===== config.mk =====
export PLATFORM = sky130hd
export DESIGN_NAME = regfile_sb_flat
export DESIGN_NICKNAME = d
export VERILOG_FILES = /design/src/rtl/regfile_sb_if.sv /design/src/rtl/regfile_sb.sv /design/src/flat_wrapper.sv
export SDC_FILE = /design/constraint.sdc
export NUM_CORES = 2
export LEC_CHECK = 0
export CORE_UTILIZATION = 55
export CTS_BUF_LIST = sky130_fd_sc_hd__clkbuf_16
export DETAILED_ROUTE_END_ITERATION = 10
export HOLD_SLACK_MARGIN = 0.12
export PLACE_DENSITY = 0.85
export SLEW_MARGIN = 20
export SYNTH_ARGS = -nofsm -noshare
export SYNTH_HDL_FRONTEND = slang
export SYNTH_SLANG_ARGS = --single-unit

===== constraint.sdc =====
create_clock -name clk -period 65.4 [get_ports clk]
set_input_delay 6.54 -clock clk [delete_from_list [all_inputs] [get_ports clk]]
set_output_delay 6.54 -clock clk [all_outputs]
set_load 0.01 [all_outputs]

===== src/rtl/regfile_sb_if.sv =====
// Bus bundle for regfile_sb: writeback, read ports, issue reservation and HI/LO.
// The master drives requests; the register file (slave) returns data and status.
interface regfile_sb_if #(
    parameter int DW  = 32,
    parameter int AW  = 5,
    parameter int NRD = 2
);
    logic              we;
    logic [AW-1:0]     waddr;
    logic [DW-1:0]     wdata;
    logic [NRD-1:0]    re;
    logic [NRD*AW-1:0] raddr;
    logic [NRD*DW-1:0] rdata;
    logic [NRD-1:0]    rbusy;
    logic              iss_valid;
    logic [AW-1:0]     iss_addr;
    logic              iss_ready;
    logic              we_hi;
    logic              we_lo;
    logic [DW-1:0]     wdata_hi;
    logic [DW-1:0]     wdata_lo;
    logic              re_hilo;
    logic [DW-1:0]     rdata_hi;
    logic [DW-1:0]     rdata_lo;
    logic              sb_err;

    modport master (
        output we, waddr, wdata, re, raddr, iss_valid, iss_addr,
               we_hi, we_lo, wdata_hi, wdata_lo, re_hilo,
        input  rdata, rbusy, iss_ready, rdata_hi, rdata_lo, sb_err
    );

    modport slave (
        input  we, waddr, wdata, re, raddr, iss_valid, iss_addr,
               we_hi, we_lo, wdata_hi, wdata_lo, re_hilo,
        output rdata, rbusy, iss_ready, rdata_hi, rdata_lo, sb_err
    );
endinterface


===== src/rtl/regfile_sb.sv =====
// Parametrised register file with HI/LO, write-to-read bypass and a per-register
// saturating pending-write scoreboard for RAW hazard detection at issue.
module regfile_sb #(
    parameter int DW       = 32,
    parameter int AW       = 5,
    parameter int NRD      = 2,
    parameter int PW       = 2,
    parameter int ZERO_REG = 1
) (
    input logic         clk,
    input logic         rst,
    regfile_sb_if.slave bus
);
    localparam int unsigned  DEPTH = 1 << AW;
    localparam bit           ZR    = (ZERO_REG != 0);
    localparam logic [PW-1:0] PMAX = '1;

    logic [DW-1:0] regs [DEPTH];
    logic [PW-1:0] pend [DEPTH];
    logic [DW-1:0] hi_q;
    logic [DW-1:0] lo_q;
    logic          err_q;

    logic w_zero;
    logic i_zero;
    logic dec;
    logic inc;
    logic ready_c;

    assign w_zero = ZR && (bus.waddr == '0);
    assign i_zero = ZR && (bus.iss_addr == '0);
    assign dec    = bus.we && !w_zero;

    // A retire to the same register this cycle frees a slot for the new reservation.
    assign ready_c = i_zero || (pend[bus.iss_addr] != PMAX) ||
                     (dec && (bus.waddr == bus.iss_addr));
    assign inc     = bus.iss_valid && ready_c && !i_zero;

    assign bus.iss_ready = rst || ready_c;
    assign bus.sb_err    = err_q;

    always_ff @(posedge clk or posedge rst) begin
        if (rst) begin
            for (int unsigned a = 0; a < DEPTH; a++) begin
                regs[a] <= '0;
                pend[a] <= '0;
            end
            hi_q  <= '0;
            lo_q  <= '0;
            err_q <= 1'b0;
        end else begin
            if (dec) regs[bus.waddr] <= bus.wdata;
            if (bus.we_hi) hi_q <= bus.wdata_hi;
            if (bus.we_lo) lo_q <= bus.wdata_lo;
            if (dec && (pend[bus.waddr] == '0)) err_q <= 1'b1;
            if (inc && !(dec && (bus.iss_addr == bus.waddr)))
                pend[bus.iss_addr] <= pend[bus.iss_addr] + 1'b1;
            if (dec && !(inc && (bus.iss_addr == bus.waddr)) && (pend[bus.waddr] != '0))
                pend[bus.waddr] <= pend[bus.waddr] - 1'b1;
        end
    end

    for (genvar i = 0; i < NRD; i++) begin : g_rd
        logic [AW-1:0] ra;
        logic          rz;
        logic          hit;
        logic [DW-1:0] rd;
        logic          busy;

        assign ra  = bus.raddr[i*AW +: AW];
        assign rz  = ZR && (ra == '0);
        assign hit = dec && (bus.waddr == ra);

        always_comb begin
            rd   = '0;
            busy = 1'b0;
            if (!rst && bus.re[i] && !rz) begin
                rd   = hit ? bus.wdata : regs[ra];
                // The final outstanding write is satisfied by the bypass path.
                busy = (pend[ra] != '0) && !((pend[ra] == PW'(1)) && hit);
            end
        end

        assign bus.rdata[i*DW +: DW] = rd;
        assign bus.rbusy[i]          = busy;
    end

    always_comb begin
        bus.rdata_hi = '0;
        bus.rdata_lo = '0;
        if (!rst && bus.re_hilo) begin
            bus.rdata_hi = bus.we_hi ? bus.wdata_hi : hi_q;
            bus.rdata_lo = bus.we_lo ? bus.wdata_lo : lo_q;
        end
    end
endmodule


===== src/flat_wrapper.sv =====
// flat-port wrapper written by rule: the top's interface ports become plain ports
module regfile_sb_flat 
#(
    parameter int DW       = 32,
    parameter int AW       = 5,
    parameter int NRD      = 2,
    parameter int PW       = 2,
    parameter int ZERO_REG = 1
)
  (clk, rst, bus_we, bus_waddr, bus_wdata, bus_re, bus_raddr, bus_iss_valid, bus_iss_addr, bus_we_hi, bus_we_lo, bus_wdata_hi, bus_wdata_lo, bus_re_hilo, bus_rdata, bus_rbusy, bus_iss_ready, bus_rdata_hi, bus_rdata_lo, bus_sb_err);
  regfile_sb_if #(.DW(DW), .AW(AW), .NRD(NRD)) bus_i ();
  input logic clk;
  input logic rst;
  input wire logic [$bits(bus_i.we)-1:0] bus_we;
  input wire logic [$bits(bus_i.waddr)-1:0] bus_waddr;
  input wire logic [$bits(bus_i.wdata)-1:0] bus_wdata;
  input wire logic [$bits(bus_i.re)-1:0] bus_re;
  input wire logic [$bits(bus_i.raddr)-1:0] bus_raddr;
  input wire logic [$bits(bus_i.iss_valid)-1:0] bus_iss_valid;
  input wire logic [$bits(bus_i.iss_addr)-1:0] bus_iss_addr;
  input wire logic [$bits(bus_i.we_hi)-1:0] bus_we_hi;
  input wire logic [$bits(bus_i.we_lo)-1:0] bus_we_lo;
  input wire logic [$bits(bus_i.wdata_hi)-1:0] bus_wdata_hi;
  input wire logic [$bits(bus_i.wdata_lo)-1:0] bus_wdata_lo;
  input wire logic [$bits(bus_i.re_hilo)-1:0] bus_re_hilo;
  output wire logic [$bits(bus_i.rdata)-1:0] bus_rdata;
  output wire logic [$bits(bus_i.rbusy)-1:0] bus_rbusy;
  output wire logic [$bits(bus_i.iss_ready)-1:0] bus_iss_ready;
  output wire logic [$bits(bus_i.rdata_hi)-1:0] bus_rdata_hi;
  output wire logic [$bits(bus_i.rdata_lo)-1:0] bus_rdata_lo;
  output wire logic [$bits(bus_i.sb_err)-1:0] bus_sb_err;
  assign bus_i.we = bus_we;
  assign bus_i.waddr = bus_waddr;
  assign bus_i.wdata = bus_wdata;
  assign bus_i.re = bus_re;
  assign bus_i.raddr = bus_raddr;
  assign bus_i.iss_valid = bus_iss_valid;
  assign bus_i.iss_addr = bus_iss_addr;
  assign bus_i.we_hi = bus_we_hi;
  assign bus_i.we_lo = bus_we_lo;
  assign bus_i.wdata_hi = bus_wdata_hi;
  assign bus_i.wdata_lo = bus_wdata_lo;
  assign bus_i.re_hilo = bus_re_hilo;
  assign bus_rdata = bus_i.rdata;
  assign bus_rbusy = bus_i.rbusy;
  assign bus_iss_ready = bus_i.iss_ready;
  assign bus_rdata_hi = bus_i.rdata_hi;
  assign bus_rdata_lo = bus_i.rdata_lo;
  assign bus_sb_err = bus_i.sb_err;
  regfile_sb #(.DW(DW), .AW(AW), .NRD(NRD), .PW(PW), .ZERO_REG(ZERO_REG)) u_core (.clk(clk), .rst(rst), .bus(bus_i));
endmodule

=== Word level (Yosys, flattened, before mapping) ===
Cells that the tools add are included.

* Bits of input ports: 125
* Bits in registers: 1153
* Output and inout port bits: 132
* Word-level logic and storage cells: 168

* Multiplexer cells: 39
* Eq/ne operators: 7
* $add $sub $neg: 2
* Order comparisons: 6
* Reduce and logical (&&, ||, !) cells: 43
* Bitwise operators: 4

{| class="wikitable"
|+ Operator list
! cell !! count
|-
| $bwmux W1024 || 1
|-
| $mux W32 || 13
|-
| $bmux W32 S5 || 2
|-
| $demux W32 S5 || 1
|-
| $bwmux W64 || 2
|-
| $mux W64 || 2
|-
| $bmux W2 S5 || 4
|-
| $ge A6 B6 Y1 const B || 4
|-
| $not A5 Y6 || 4
|-
| $logic_and A1 B1 Y1 || 23
|-
| $demux W2 S5 || 2
|-
| $eq A5 B5 Y1 || 4
|-
| $logic_not A5 Y1 || 4
|-
| $mux W2 || 10
|-
| $lt A6 B1 Y1 const B || 2
|-
| $logic_not A1 Y1 || 9
|-
| $reduce_bool A2 Y1 || 3
|-
| $eq A2 B1 Y1 const B || 2
|-
| $logic_or A1 B1 Y1 || 3
|-
| $add A2 B1 Y2 const B || 1
|-
| $logic_not A2 Y1 || 1
|-
| $mux W1 || 2
|-
| $ne A2 B2 Y1 const B || 1
|-
| $sub A2 B1 Y2 const B || 1
|}

=== Depth between registers and ports, before layout ===
* Depth in word-level cells: 14
* Depth in mapped cells: 15
* Depth with buffers taken out: 10

=== Least setup slack after synthesis ===
No wires, ideal clock.

* Kind: input to output
* Start: input rst
* End: output bus_iss_ready
* Buffers on the path: 1
* Setup slack: 14605 ps
* Cell stages on the path: 3
* Required time: 58860 ps
* Data arrival time: 44255 ps
* Cells stage by stage: inv_1 > clkbuf_1 > nand4_1

* Cells in the longest elaborated chain, start to end: 1

{| class="wikitable"
|+ RTL lines
! item !! line !! RTL
|-
| start: declaration || flat_wrapper.sv:13 || <nowiki>input logic rst;</nowiki>
|-
| $logic_or A1 B1 Y1 || regfile_sb.sv:39 || <nowiki>assign bus.iss_ready = rst || ready_c;</nowiki>
|-
| end: declaration || flat_wrapper.sv:28 || <nowiki>output wire logic [$bits(bus_i.iss_ready)-1:0] bus_iss_ready;</nowiki>
|}

No other way between the ends.

=== Worst setup path in the final report ===
* Start: input bus_raddr[1]
* End: output bus_rdata[15]

* Cells in the longest elaborated chain, start to end: 6
* Elaborated cells between the ends (all ways): 11
* Those cells by class: eq/ne: 1; mux: 5; bitwise: 1; reduce/logical: 4

{| class="wikitable"
|+ RTL lines
! item !! line !! RTL
|-
| start: declaration || flat_wrapper.sv:18 || <nowiki>input wire logic [$bits(bus_i.raddr)-1:0] bus_raddr;</nowiki>
|-
| $not A5 Y6 (implied by the code) || regfile_sb.sv:78 || <nowiki>rd = hit ? bus.wdata : regs[ra];</nowiki>
|-
| $bmux W32 S5 || regfile_sb.sv:78 ||
|-
| $mux W32 (implied by the code) (2 in a row) || regfile_sb.sv:78 ||
|-
| $mux W32 || regfile_sb.sv:78 ||
|-
| $mux W32 (*) || regfile_sb.sv:77 || <nowiki>if (!rst && bus.re[i] && !rz) begin</nowiki>
|-
| end: declaration || flat_wrapper.sv:26 || <nowiki>output wire logic [$bits(bus_i.rdata)-1:0] bus_rdata;</nowiki>
|}

Every way passes the cells marked *; elsewhere a longest branch is shown, timed or not. The select of a mux whose other input is x is not followed.

==> flow_summary.toml <==
[outcome]
outcome = "finished, violations left"
violations = "DRC"

[place]
dp_slack_ps = 47070
gp_congestion = 0.953
portBuffers = 256
place_area_um2 = 67600
place_inst = 6740
dpl.hpwl_mm = 125

[pwr]
power_frac_seq_pct = 45.8
p_int_w = 0.00147
switching_share_pct = 31.3
power_frac_clock_pct = 29.6
pwr-share-comb_pct = 24.5
p_leak_nw = 31.7
vdd_drop_max_uv = 25.0
p_per_area_nw_per_um2 = 30.1
switchingPower_w = 0.000670

[clock_tree]
cts_tree = "built"
cts_resized = 0
root_buffer = "clkbuf_16"
post_cts_buffers = 0
cts_max_path_buffers = 3
hold_buffers = 0
clock-sinks = 1153
clkTransAtPathRegs_ps = 60
insertion_delay_ps = 720
htree_levels = 3
cts_buffers = 111

[setup_path]
crit_top_cell = "buf_4"
rr_worst_depth = 10
required_ps = 58860
start_kind = "primary input"
r2r_slack_ps = 61590
slowest_stage = "o41ai_1"
worst-setup-path-type = "primary input to output port"
crit_arrival_ps = 11590
endpoint_kind = "output port"
path_cells = "buf_8, buf_4, buf_4, buf_4, mux2i_1, a221oi_1, a221oi_1, o41ai_1, clkdlybuf4s50_1"
worst-path-max-fanout = 58
cpPeakStageDelay_ps = 860
r2r_end = "u_core.pend[30]"
r2r-start = "u_core.pend[16]"

[synthesis]
seq_area_frac_synth_pct = 45.0
yosys_warnings = 0
syn_area_um2 = 64200
synth_cell_types = 66
synth_nets = 5527
synth_ff_type = "dfrtp_1"
synth-edff-count = 0
synth_seq_cells = 1153
async_flop_share_pct = 100
avgSynthCellArea_um2 = 11.9
syn_inst = 5400

[global_route]
grt.total_usage_pct = 37.1
antenna_found_initial = 11
grt_max_degree = 168
grt_pass1_vias = 51400
grt-ovfl-total = 0
grt_pass1_wl_mm = 326

[floorplanning]
design.die.area_um2 = 118000
die_w_um = 344
coreArea_um2 = 115000
start_util_pct = 55.8
die_y_um = 344
num_rows = 124
ioPinCount = 257

[drt]
ant_nets = 0
drc_errors = 4
drtPass1Iterations = 11
vias = 51200
drt_iter0_drc = 8175
routedWlPerCell_um = 31.6
routed_wirelength_mm = 220
via_per_inst = 7.36

[sta]
post-route-min-period_ps = 18130
max-slew-margin-rel_pct = 16.9
setup_viol = 0
slew_violations = 0
rsz0062_at_grt = "no"
hold_viol = 0
fin_skew_ps = 11.8
fin_tns_setup_ps = 0
fmax_mhz = 55.2
tightest_slew_ps = 1250
layout_setup_ws_ps = 47270
hold_ws_ps = 398
min_period_over_period_pct = 27.7

[finish]
drive_above_1_share_pct = 29.4
final_common_cell = "nand2_1"
fin_cells = 6951
design_area_um2 = 71100
syn2layout_area_growth_pct = 10.9
nets = 5473
layout_common_cells = "nand2_1, dfrtp_1, mux2_2"

[hold_path]
holdPathStages = 0
hold_end = "u_core.regs[1022]"
min-delay-start = "u_core.regs[1022]"
hp-class = "register to register"

[job]
drv_cap = 0
## power groups by stage
| stage | logic, W | registers [W] | clock network (W) |
|---|---|---|---|
| finish | 0.000525 | 0.000980 | 0.000634 |
| global route | 0.000551 | 0.000991 | 0.000660 |
| CTS | 0.000509 | 0.000970 | 0.000631 |
| detailed placement | 0.000503 | 0.000979 | 0 |
| global placement | 0.000483 | 0.000964 | 0 |
| floorplan | 0.000384 | 0.000942 | 0 |
## critical path, delay by kind of cell
kind | cells | cell delay (ps)
mux | 1 | 180
buf+inv | 5 | 3250
compound gates | 3 | 1510
## cells by family (layout without fill, tap and decap cells)
family	Yosys count	count (layout)	share of synthesized area [%]
XOR/XNOR	15	15	0.205
multiplexers	1516	1516	34.5
flip-flops	1153	1153	45.0
AND/OR/NAND/NOR	1603	1603	10.4
other	0	6	0
AO/OA/AOI/OAI	515	515	5.71
adder cells (fa/ha/maj)	2	2	0.0390
buffers and inverters	596	629	4.11
## flip-flops by register name, summed over array words and instances, names as in the netlist
signal             flops
u_core.regs         1024
u_core.hi_q           32
u_core.pend           64
u_core.lo_q           32
u_core.bus.sb_err      1
## cells in the mapped netlist (13+ instances only)
master	instances	area (um^2)
a32oi_1	20	175
and3_1	92	576
o21ai_0	60	300
a211oi_1	31	233
o41ai_1	16	140
nor2b_1	27	169
mux4_2	486	10900
buf_1	33	124
mux2_2	717	8070
buf_6	16	180
o31ai_1	15	113
buf_4	17	128
nand3_1	56	280
a31oi_1	65	407
nand2_1	1277	4790
inv_1	13	48.8
mux2i_1	313	3130
nor3_1	28	140
o22ai_1	37	231
o21ai_1	25	125
buf_2	175	876
a22oi_1	84	631
clkbuf_1	335	1260
nor2_1	47	176
a221oi_1	48	420
dfrtp_1	1153	28900
a21oi_1	42	210
a22o_1	37	324
## layout make-up
| class | instances | area (um^2) |
|---|---|---|
| fill | 8181 | 43800 |
| multi-input combinational | 3651 | 33000 |
| sequential | 1153 | 28900 |
| timing repair buffer | 409 | 3830 |
| clock buffer | 114 | 2850 |
| tap | 1512 | 1890 |
| clock inverter | 86 | 602 |
| inverter | 20 | 82.6 |
| antenna | 6 | 15.0 |
## per-stage QoR
step	total power [W]	utilization, %
5_1_grt	0.00220	61.9
2_1_floorplan	0.00133	-
4_1_cts	0.00211	61.8
3_5_place_dp	0.00148	58.8
6_report	0.00214	61.9
3_3_place_gp	0.00145	58.7
## worst max-delay path by stage
stage | from | endpoint | slack (ps) | cells past startpoint
CTS | bus_raddr[1] | bus_rdata[15] | 46910 | 9
finish | bus_raddr[1] | bus_rdata[15] | 47270 | 9
detailed placement | bus_raddr[1] | bus_rdata[15] | 47070 | 9
global placement | bus_raddr[1] | bus_rdata[15] | 47160 | 9
global route | bus_raddr[5] | bus_rdata[51] | 47180 | 10
floorplan | rst | u_core.bus.sb_err | 12790 | 2
## per-layer routing
layer | share of wire, % | global-route usage, % | vias up
li1 | - | - | 19600
met1 | 33 | 46.5 | 25500
met2 | 43 | 52.6 | 4855
met3 | 17 | 16.9 | 1279
met4 | 7.2 | 22.5 | 18
met5 | 0.061 | 0 | -
No activity file was read; power rests on OpenSTA's default activity.
